--- src/rtl/bcd_countdown_timer.sv ---
// 4-digit BCD countdown timer: preset with inc, run/pause with start/stop,
// alarm on reaching 0000 with auto-return to IDLE after ALARM_TICKS ticks.
module bcd_countdown_timer #(
  parameter logic [15:0] PRESET      = 16'h0030,
  parameter int          INC_DIGIT   = 1,
  parameter int          ALARM_TICKS = 500
) (
  input  logic        clk,
  input  logic        reset,
  input  logic        tick,
  input  logic        start,
  input  logic        stop,
  input  logic        inc,
  output logic [15:0] count,
  output logic [1:0]  state,
  output logic        busy,
  output logic        alarm
);

  localparam int AW = $clog2(ALARM_TICKS + 1);

  typedef enum logic [1:0] {
    S_IDLE  = 2'b00,
    S_RUN   = 2'b01,
    S_PAUSE = 2'b10,
    S_ALARM = 2'b11
  } state_t;

  state_t          r_state, w_state;
  logic [15:0]     r_count, w_count;
  logic [AW-1:0]   r_actr,  w_actr;
  logic            r_busy,  r_alarm;

  // Adds 1 at digit INC_DIGIT with decimal carry; carry out of d3 saturates.
  function automatic logic [15:0] bcd_inc(input logic [15:0] v);
    logic [15:0] r;
    logic        carry;
    r     = v;
    carry = 1'b0;
    for (int d = 0; d < 4; d++) begin
      if (d == INC_DIGIT || (d > INC_DIGIT && carry)) begin
        if (r[4*d +: 4] == 4'd9) begin
          r[4*d +: 4] = 4'd0;
          carry       = 1'b1;
        end else begin
          r[4*d +: 4] = r[4*d +: 4] + 4'd1;
          carry       = 1'b0;
        end
      end
    end
    return carry ? 16'h9999 : r;
  endfunction

  // Only called with v != 0, so the borrow never leaves d3.
  function automatic logic [15:0] bcd_dec(input logic [15:0] v);
    logic [15:0] r;
    logic        borrow;
    r      = v;
    borrow = 1'b1;
    for (int d = 0; d < 4; d++) begin
      if (borrow) begin
        if (r[4*d +: 4] == 4'd0) begin
          r[4*d +: 4] = 4'd9;
        end else begin
          r[4*d +: 4] = r[4*d +: 4] - 4'd1;
          borrow      = 1'b0;
        end
      end
    end
    return r;
  endfunction

  always_comb begin
    // NOTE: every combinational output gets a default first so no path infers a latch.
    w_state = r_state;
    w_count = r_count;
    w_actr  = r_actr;
    case (r_state)
      S_IDLE: begin
        if (stop) begin
          w_count = PRESET;
        end else if (start) begin
          if (r_count != 16'h0000) w_state = S_RUN;
        end else if (inc) begin
          w_count = bcd_inc(r_count);
        end
      end
      S_RUN: begin
        if (stop) begin
          w_state = S_PAUSE;
        end else if (tick) begin
          w_count = bcd_dec(r_count);
          if (r_count == 16'h0001) begin
            w_state = S_ALARM;
            w_actr  = '0;
          end
        end
      end
      S_PAUSE: begin
        if (stop) begin
          w_state = S_IDLE;
          w_count = PRESET;
        end else if (start) begin
          w_state = S_RUN;
        end
      end
      S_ALARM: begin
        // start or stop acknowledges the alarm ahead of any tick
        if (stop || start) begin
          w_state = S_IDLE;
          w_count = PRESET;
          w_actr  = '0;
        end else if (tick) begin
          if (r_actr == AW'(ALARM_TICKS - 1)) begin
            w_state = S_IDLE;
            w_count = PRESET;
            w_actr  = '0;
          end else begin
            w_actr = r_actr + AW'(1);
          end
        end
      end
      default: w_state = S_IDLE;
    endcase
  end

  // NOTE: sequential state uses non-blocking assignments so all registers update together.
  always_ff @(posedge clk) begin
    if (reset) begin
      r_state <= S_IDLE;
      r_count <= PRESET;
      r_actr  <= '0;
      r_busy  <= 1'b0;
      r_alarm <= 1'b0;
    end else begin
      r_state <= w_state;
      r_count <= w_count;
      r_actr  <= w_actr;
      r_busy  <= (w_state == S_RUN);
      r_alarm <= (w_state == S_ALARM);
    end
  end

  assign count = r_count;
  assign state = r_state;
  assign busy  = r_busy;
  assign alarm = r_alarm;

endmodule
--- config.mk ---
export PLATFORM = sky130hd
export DESIGN_NAME = bcd_countdown_timer
export DESIGN_NICKNAME = d
export VERILOG_FILES = /design/src/rtl/bcd_countdown_timer.sv
export SDC_FILE = /design/constraint.sdc
export NUM_CORES = 1
export LEC_CHECK = 0
export CELL_PAD_IN_SITES_DETAIL_PLACEMENT = 1
export CELL_PAD_IN_SITES_GLOBAL_PLACEMENT = 1
export CORE_UTILIZATION = 40
export CTS_CLUSTER_SIZE = 25
export DETAILED_ROUTE_END_ITERATION = 7
export MAX_ROUTING_LAYER = met4
export PLACE_DENSITY = 0.88
export SYNTH_ARGS = -nofsm -noshare
export SYNTH_HDL_FRONTEND = slang
export SYNTH_SLANG_ARGS = --single-unit
--- constraint.sdc ---
create_clock -name clk -period 2.42 [get_ports clk]
set_clock_uncertainty 0.15 [all_clocks]
set_input_delay 0.363 -clock clk [delete_from_list [all_inputs] [get_ports clk]]
set_output_delay 0.363 -clock clk [all_outputs]
set_load 0.01 [all_outputs]
* After elaboration in Yosys (flattened, before gate mapping)
Cells that the tools add are included.
** Operators by class
- Add/sub/neg operators :: 8
- Equal/unequal tests :: 24
- Reduce and logical (&&, ||, !) cells :: 13
- Muxes and demuxes :: 73
** Operators with widths (count)
- $mux W16 :: 10
- $pmux W16 S4 :: 1
- $mux W9 :: 6
- $mux W4 :: 12
- $mux W1 :: 31
- $mux W2 :: 11
- $pmux W9 S2 :: 1
- $reduce_and A9 Y1 :: 2
- $eq A16 B1 Y1 const B :: 1
- $logic_not A4 Y1 :: 4
- $reduce_and A8 Y1 :: 2
- $reduce_bool A16 Y1 :: 1
- $sub A4 B1 Y4 const B :: 4
- $ne A3 B3 Y1 const B :: 5
- $ne A2 B2 Y1 const B :: 7
- $add A4 B1 Y4 const B :: 3
- $eq A4 B4 Y1 const B :: 3
- $add A9 B1 Y9 const B :: 1
- $eq A9 B9 Y1 const B :: 1
- $ne A4 B4 Y1 const B :: 2
- $pmux W2 S4 :: 1
- $eq A2 B2 Y1 const B :: 3
- $reduce_and A5 Y1 :: 1
- $eq A2 B1 Y1 const B :: 2
- 3 further kinds :: 3
** Storage, ports and cells
- Logic and storage cells :: 126
- Input bits :: 6
- Register bits :: 29
- Output and inout bits :: 20

* Logic depth before layout (Yosys ltp)
Gate-level depths: netlist of the first run.
- Depth in word-level cells :: 21
- Mapped depth :: 8
- Mapped depth without buffers :: 7

* Least setup slack after synthesis of the first run
No wires, ideal clock.
- Path kind :: register to register
- Start point :: reg r_count[8] (netlist: count[8])
- End point :: reg r_count[1] (netlist: count[1])
- Stages on the path, launching flop included :: 8
- Clock period less this slack :: 2230 ps
- Path slack :: 190 ps
- Path buffers :: 1
- Data arrival time :: 1993 ps
- Data required time :: 2183 ps
- Setup time :: 87 ps
- Path through :: dfxtp_1 > ha_1 > and3b_1 > clkbuf_1 > a31oi_1 > or3_4 > or4_1 > o31ai_1
** Between the ends
- Longest elaborated chain between the ends :: 14
** Ends and longest elaborated chain
- start: declaration :: RTL line 30 : logic [15:0] r_count, w_count;
- start signal: assignment :: RTL line 137 : r_count <= w_count;
- $eq A4 B4 Y1 :: RTL line 42 : if (r[4*d +: 4] == 4'd9) begin
- $mux W1 :: RTL line 42
- $mux W1 :: RTL line 41 : if (d == INC_DIGIT || (d > INC_DIGIT && carry)) begin
- $mux W1 :: RTL line 84 : end else if (inc) begin
- $mux W1 :: RTL line 82 : end else if (start) begin
- $mux W1 :: RTL line 80 : if (stop) begin
- $mux W1 :: RTL line 78 : case (r_state)
- $mux W1 :: RTL line 41
- $mux W1 :: RTL line 84
- $mux W1 :: RTL line 82
- $mux W1 :: RTL line 80
- $mux W1 :: RTL line 78
- $ne A3 B3 Y1 (no line)
- $reduce_and A8 Y1 (no line)
Every way passes these cells. The select of a mux whose other input is x is not followed.
A chain may end at the register's enable or synchronous reset.

* Worst setup path in the final report of the first run
- Start point :: reg r_count[1] (netlist: count[1])
- End point :: reg r_count[4] (netlist: count[4])
** Between the ends
- Longest elaborated chain between the ends :: 7
** Ends and longest elaborated chain
- $logic_not A4 Y1 :: RTL line 62 : if (r[4*d +: 4] == 4'd0) begin
- $mux W1 :: RTL line 62
- $mux W1 :: RTL line 91 : end else if (tick) begin
- $mux W1 :: RTL line 89 : if (stop) begin
- $mux W1 :: RTL line 78
- $ne A2 B2 Y1 (no line)
- $reduce_and A8 Y1 (no line)
Every way passes these cells. The select of a mux whose other input is x is not followed.

==> results.cfg, run 1 <==
[hold_path]
hold_class = flip-flop to flip-flop

[die]
die_x_um = 74.80
initial_core_util = 0.4150
die_h_um = 74.80
core_area_um2 = 5107
row_count = 26
io_pins = 26
die-area_um2 = 5594

[cts]
clk_latency_ns = 0.28
cts_root_buffer = clkbuf_8
cts.sinks = 29
tritoncts = built
htreeDepth = 2
clockBufferDepth = 2
numCtsBuffers = 5
clk_pin_slew_ns = 0.06

[yosys]
ys_top_cells_by_area = dfxtp_1 27%, ha_1 7.7%, nor2_1 5.8%, a21oi_1 5.4%, o21ai_0 2.8%
yosysTopAreaCell = dfxtp_1
syn_inst = 264
async_flop_share = 0
yosysSeqAreaShare = 0.2739
synth.distinct_cells = 59
ys_ff_latch = 29
synth_area_per_cell_um2 = 8.029
synth_nets = 283
netlist_area_um2 = 2120
yosys.area.top_type_share = 0.2739
synth_edf_count = 0
yosysWarnings = 0
synth_ff_type = dfxtp_1

[detailed_routing]
post_drt_wl_per_cell_um = 17.81
drc = 0
dr.pass1.iters = 4
wirelength_um = 6998
vias = 2293
antenna_left = 0
initialDrtViolationCount = 143
avgViaCountPerCell = 5.835

[sta]
relSlewSlack = 0.7214
hold_viol_final = 0
fin_crit_ns = 2.364
finalCritPeriodShare = 0.9768
setup_slack_ns = 0.05618
finalSetupTns_ns = 0
tightest_slew_ns = 0.4148
fmax_mhz = 423.0
drv_slew = 0
setup-violations-final = 0
whs_ns = 0.3336

[worst_setup_path]
cp_max_fo = 8
cp_slowest_stage_delay_ns = 0.47
cp.required_ns = 2.43
crit_family = simple AND/OR/NAND/NOR gates
worstPathArrival_ns = 2.37
end_kind = flip-flop
crit_chain = inv_1, ha_1, or3b_2, nand2_1, or3b_4, a21oi_1, o21ai_0
start_kind = flip-flop
path_class = flip-flop to flip-flop
cp_num_buf_inv = 1
rrSetupSlack_ns = 0.06
critical-path-slowest-cell = or3b_2

[place]
dpl.hpwl_um = 4986
port_buffers = 25
routabilityCongestion = 0.8323
post-place-ws_ns = -0.1429
dp_cells = 382

[cells_and_area]
final_common_cell = buf_4
most-common-layout-cells = 40 x buf_4, 33 x nor2_1, 28 x dfxtp_1
area_growth_pct = 32.23
fin_cells = 393
fillers = 623
insertedDiodeCount = 0
nets = 341
post_route_cells_drive_above_1_share = 0.2012

[global_routing]
grt_pass1_wl_um = 11230
grt_use_met3 = 0.04953
grt_use_met1 = 0.3322
antenna_found_initial = 0
overflow = 0
busiest_layer = met2
use_met2 = 0.4515
first_global_vias = 2282
grt_max_degree = 13
grt_usage = 0.2758

[power_and_ir_drop]
p_sw_frac = 0.3297
max-vdd-ir-drop_mv = 0.2428
pwr-share-seq = 0.391
intPower_uw = 928.6
powerDensity_nw_per_um2 = 494.3
p_leak_uw = 0.001076
pwr-share-clk = 0.280
p_total_uw = 1385
pwr-share-comb = 0.329
p_sw_uw = 456.8

[run]
cap_violations = 0

[status]
status = finished, final reports clean
layer usage:
layer,up-vias,part of all wire
li1,1113,-
met1,1130,0.46
met2,35,0.50
met3,15,0.025
met4,0,0.020
met5,-,0
cell type report:
| class | count | area, um^2 | area share |
|---|---|---|---|
| clock buffer | 8 | 80.08 | 0.02857 |
| timing repair buffer | 65 | 550.5 | 0.1964 |
| sequential | 29 | 581.8 | 0.2076 |
| inverter | 16 | 60.06 | 0.02143 |
| tap | 70 | 87.58 | 0.03125 |
| multi-input combinational | 205 | 1443 | 0.5147 |
cells in the mapped netlist, drive strengths merged, types with 5 or more instances:
| master | instances |
|---|---|
| nor2 | 33 |
| dfxtp | 29 |
| a21oi | 23 |
| inv | 16 |
| ha | 13 |
| o21ai | 12 |
| clkbuf | 11 |
| nand2 | 11 |
| nand3 | 9 |
| a211oi | 7 |
| nor3 | 7 |
| nor3b | 7 |
| a31oi | 6 |
| a311oi | 5 |
| o32ai | 5 |
final timing paths:
| check | startpoint | endpoint | depth (start not counted) |
|---|---|---|---|
| hold / removal | r_actr[1] | r_actr[1] | 2 |
| setup reg to reg | count[1] | count[4] | 7 |
| hold reg to reg | r_actr[1] | r_actr[1] | 2 |
| setup / recovery | count[1] | count[4] | 7 |
flip-flops by register name, indices dropped and copies added (netlist names):
signal / count
alarm: 1
state: 2
count: 16
r_actr: 9
busy: 1
what timing repair did:
item,in CTS,in global routing
hold buffers,0,0
buffers inserted,0,3
gates resized for setup,0,6
endpoints found under the hold margin,0,0
endpoints found under the setup margin,0,11
worst reg2reg max path: stages, from the launching register on:
cell and delay [ns]:
dfxtp_1 0.32, inv_1 0.14, ha_1 0.21, or3b_2 0.47
nand2_1 0.15, or3b_4 0.46, a21oi_1 0.21, o21ai_0 0.12
through the flow:
step	util	area, um^2
6_report	0.5488	2803
5_1_grt	0.5488	2803
4_1_cts	0.5402	2759
3_5_place_dp	0.5245	2679
3_3_place_gp	0.5245	2679
2_1_floorplan	-	2120
power groups by stage:
stage / clock network [uW] / registers, uW / logic (uW)
after floorplan: 0 / 562 / 225
after global placement: 0 / 549 / 410
after detailed placement: 0 / 552 / 425
after CTS: 392 / 542 / 434
after global routing: 418 / 546 / 498
final: 388 / 541 / 456
kinds of logic after synthesis:
kind of cell	count (synthesis)	synth area share
compound gates	84	0.2792
buf+inv	30	0.05490
simple gates	102	0.2881
fa+ha+maj	13	0.07674
xor+xnor	2	0.008266
flops	29	0.2739
mux	4	0.01889
(Power assumes the default switching activity.)
==> run 2, diff against run 1 <==
- GPL_ROUTABILITY_DRIVEN: unset -> 0
- GPL_TIMING_DRIVEN: unset -> 0
==> results.cfg, run 2 (synthesis gave the netlist of run 1 again) <==
[status]
status = finished, final reports clean

[die]
die_h_um = 74.80
die-area_um2 = 5594
initial_core_util = 0.4150
row_count = 26
io_pins = 26
die_x_um = 74.80
core_area_um2 = 5107

[power_and_ir_drop]
p_sw_frac = 0.3354
max-vdd-ir-drop_mv = 0.1933
p_total_uw = 1441
pwr-share-comb = 0.289
p_sw_uw = 483.3
powerDensity_nw_per_um2 = 536.1
intPower_uw = 957.5
pwr-share-seq = 0.387
p_leak_uw = 0.0009906
pwr-share-clk = 0.324

[cells_and_area]
post_route_cells_drive_above_1_share = 0.1776
insertedDiodeCount = 0
nets = 322
ff_latch_area_um2 = 584.3
area_growth_pct = 26.80
largest_reg_flops = 16
most-common-layout-cells = 33 x nor2_1, 26 x dfxtp_1, 23 x a21oi_1, 23 x clkdlybuf4s50_1, 15 x inv_1
final_common_cell = nor2_1
multiInputGateArea_um2 = 1480
fin_cells = 374
fillers = 633

[run]
cap_violations = 0

[worst_setup_path]
worstPathArrival_ns = 2.43
cp_max_fo = 10
path_class = input port to flip-flop
critical-path-slowest-cell = or4_1
crit_chain = clkdlybuf4s50_1, clkbuf_4, nor2b_1, o32ai_2, or3_4, or4_1, o31ai_1
end_kind = flip-flop
cp.required_ns = 2.48
start_kind = input port
cp_slowest_stage_delay_ns = 0.48

[place]
port_buffers = 24
dpl.hpwl_um = 4581
dp_cells = 358

[detailed_routing]
avgViaCountPerCell = 6.086
wirelength_um = 7031
initialDrtViolationCount = 141
drc = 0
post_drt_wl_per_cell_um = 18.80
dr.pass1.iters = 4
vias = 2276
antenna_left = 0

[cts]
clockBufferDepth = 2
cts.sinks = 29
numCtsBuffers = 5
tritoncts = built
cts_root_buffer = clkbuf_8
cts_hold_buf = 0
clk_latency_ns = 0.29
htreeDepth = 2
clk_pin_slew_ns = 0.07

[sta]
fin_crit_ns = 2.376
finalCritPeriodShare = 0.9819
drv_slew = 0
setup-violations-final = 0
relSlewSlack = 0.3512
hold_viol_final = 0
tightest_slew_ns = 0.9657
rsz0062_at_grt = true
fmax_mhz = 420.8

[global_routing]
grt_max_degree = 11
grt_usage = 0.2639
first_global_vias = 2241
antenna_found_initial = 0
grt_pass1_wl_um = 10810
overflow = 0

[hold_path]
hold_class = flip-flop to flip-flop
-- run 2: cell types whose count changed in the layout (fill, tap and decap cells not counted), moves of 3 or more --
cell	previous run	this run
and3b_1	3	0
and3b_2	0	3
buf_4	40	10
clkbuf_2	0	5
nor3b_4	0	3
-- run 2: path summary, 6_finish.rpt --
check,startpoint,end,slack (ns),cells past startpoint
setup reg to reg,r_actr[0],count[1],0.05,6
hold / removal,r_actr[1],r_actr[1],0.33,2
hold reg to reg,r_actr[1],r_actr[1],0.33,2
setup / recovery,stop,count[1],0.04,7
-- run 2: area by class of cell --
type / instances / share of cell area
clock inverter: 1 / 0.001862
tap: 70 / 0.03259
clock buffer: 7 / 0.03585
multi-input combinational: 205 / 0.5507
inverter: 16 / 0.02235
buffer: 12 / 0.02095
sequential: 29 / 0.2174
timing repair buffer: 34 / 0.1182
-- run 2: what timing repair did --
action,CTS,global route
resized for setup,5,23
buffers inserted,5,5
pin swaps,1,3
endpoints found under the setup margin,10,21
gates cloned,0,0
-- run 2: through the flow --
step / hold WS (ns) / instance area [um^2] / TNS, ns / setup slack [ns] / util
6_report: 0.3293 / 2688 / 0 / 0.04376 / 0.5262
5_1_grt: 0.3469 / 2688 / -0.09469 / -0.04329 / 0.5262
4_1_cts: 0.3278 / 2600 / 0 / 0.001023 / 0.5091
3_5_place_dp: 0.3196 / 2447 / -2.727 / -0.2797 / 0.4792
3_3_place_gp: 0.3081 / 2447 / -1.939 / -0.2388 / 0.4792
2_1_floorplan: 0.2943 / 2120 / 0 / 0.1898 / -
-- run 2: power groups by stage --
| stage | sequential, uW | combinational (uW) | clock (uW) |
|---|---|---|---|
| final | 558 | 417 | 466 |
| after global routing | 564 | 449 | 480 |
| after CTS | 554 | 385 | 471 |
| after detailed placement | 562 | 358 | 0 |
| after global placement | 561 | 342 | 0 |
| after floorplan | 562 | 225 | 0 |
-- run 2: metal layers --
metal  vias up  share of wire  track usage
li1       1066              -            -
met1      1143           0.43       0.3118
met2        49           0.51       0.4324
met3        18          0.030      0.04016
met4         0          0.027       0.1384
met5         -              0            -
-- run 2: critical path: cells and delay by family --
kind | cells | cell delay [ns]
compound gates | 2 | 0.31
buf+inv | 2 | 0.60
simple gates | 3 | 1.15
==> run 3, diff against run 2 <==
- CORE_MARGIN: unset -> 5
==> results.cfg, run 3 (synthesis gave the netlist of run 1 again) <==
[sta]
drv_slew = 0
setup-violations-final = 0
setup_slack_ns = 0.05539
hold_viol_final = 0
finalCritPeriodShare = 0.9771
fin_crit_ns = 2.365
tightest_slew_ns = 0.9585
fmax_mhz = 422.9
finalSetupTns_ns = 0
relSlewSlack = 0.3561

[worst_setup_path]
end_kind = flip-flop
start_kind = input port
cp.required_ns = 2.46
crit_path_start = stop
crit_chain = clkdlybuf4s50_1, buf_2, nor3_1, a21oi_1, o22ai_1, a21oi_1, a211oi_1
cp_slowest_stage_delay_ns = 0.80
cp_max_fo = 10
crit_top_cell = a21oi_1
r2r-start = count[12]
worstPathArrival_ns = 2.41
critical-path-slowest-cell = nor3_1
path_class = input port to flip-flop

[die]
row_count = 26
initial_core_util = 0.4124
die_x_um = 82.80
io_pins = 26
die-area_um2 = 6855
core_area_um2 = 5140
die_h_um = 82.80

[place]
dpl.hpwl_um = 4432
port_buffers = 24
place_area_um2 = 2447
post-place-ws_ns = -0.2988

[global_routing]
first_global_vias = 2130
grt_pass1_wl_um = 10340
antenna_found_initial = 0
grt_usage = 0.2031
grt_max_degree = 11
overflow = 0

[cts]
htreeDepth = 2
clockBufferDepth = 2
clk_latency_ns = 0.29
numCtsBuffers = 5
clk_pin_slew_ns = 0.07
tritoncts = built
cts_root_buffer = clkbuf_8
cts_hold_buf = 0
cts.sinks = 29

[detailed_routing]
post_drt_wl_per_cell_um = 17.73
initialDrtViolationCount = 183
vias = 2202
avgViaCountPerCell = 5.967
drc = 0
wirelength_um = 6543
dr.pass1.iters = 4
antenna_left = 0

[cells_and_area]
nets = 317
stdcell_area_um2 = 2654
ff_latch_area_um2 = 588.1
fillers = 634
area_growth_pct = 25.21
most-common-layout-cells = 33 x nor2_1, 24 x clkdlybuf4s50_1, 23 x a21oi_1, 23 x dfxtp_1, 14 x inv_1
multiInputGateArea_um2 = 1504
largest_reg_flops = 16
final_common_cell = nor2_1
insertedDiodeCount = 0
post_route_cells_drive_above_1_share = 0.1639

[power_and_ir_drop]
p_total_uw = 1356
pwr-share-seq = 0.410
intPower_uw = 891.8
max-vdd-ir-drop_mv = 0.2042
pwr-share-clk = 0.296
p_sw_frac = 0.3422
pwr-share-comb = 0.294
p_leak_uw = 0.0009393
powerDensity_nw_per_um2 = 510.9
p_sw_uw = 464.0

[run]
cap_violations = 0

[hold_path]
hold_class = flip-flop to flip-flop
holdCritStartpoint = r_actr[1]

[status]
status = finished, final reports clean
[run 3: final timing paths]
path                    end  slack, ns  cells past startpoint
setup / recovery  count[12]       0.06                      7
hold / removal    r_actr[1]       0.34                      2
setup reg to reg  r_actr[7]       0.08                      7
hold reg to reg   r_actr[1]       0.34                      2
[run 3: timing repair]
action                                  4_1_cts  5_1_grt
endpoints found under the setup margin        8       17
hold endpoints to repair                      0        0
setup buffers                                 2        4
gates cloned                                  0        0
gates resized for setup                       3       23
pin swaps                                     1        4
[run 3: worst max-delay path: cells and delay by family]
kind,cells,cell delay (ns)
compound gates,4,0.63
buf+inv,2,0.62
simple gates,1,0.80
[run 3: final cells by class]
class,instances,share of cell area
plain buffers,11,0.01744
flip-flops and latches,29,0.2216
clock inverters,2,0.003772
repair buffers,30,0.1075
multi-input cells,205,0.5667
inverters,16,0.02263
clock buffers,6,0.02735
well taps,70,0.03300
[run 3: power groups by stage]
stage / combinational, uW / clock, uW / sequential [uW]
2_1_floorplan: 225 / 0 / 562
3_3_place_gp: 341 / 0 / 561
3_5_place_dp: 352 / 0 / 562
4_1_cts: 369 / 405 / 553
5_1_grt: 432 / 429 / 563
6_report: 399 / 401 / 556
[run 3: stage by stage]
stage / hold slack (ns) / util / cells
after global placement: 0.3089 / 0.4761 / 358
final: 0.3393 / 0.5163 / 369
after CTS: 0.3385 / 0.4973 / 366
after detailed placement: 0.3282 / 0.4761 / 358
after global routing: 0.3818 / 0.5163 / 369
after floorplan: 0.2943 / - / 264
[run 3: per-layer routing]
layer	track usage	part of all wire	vias up
met5	-	0	-
met4	0.06373	0.013	0
met3	0.03672	0.033	6
met2	0.3309	0.48	40
met1	0.2556	0.47	1094
li1	-	-	1062
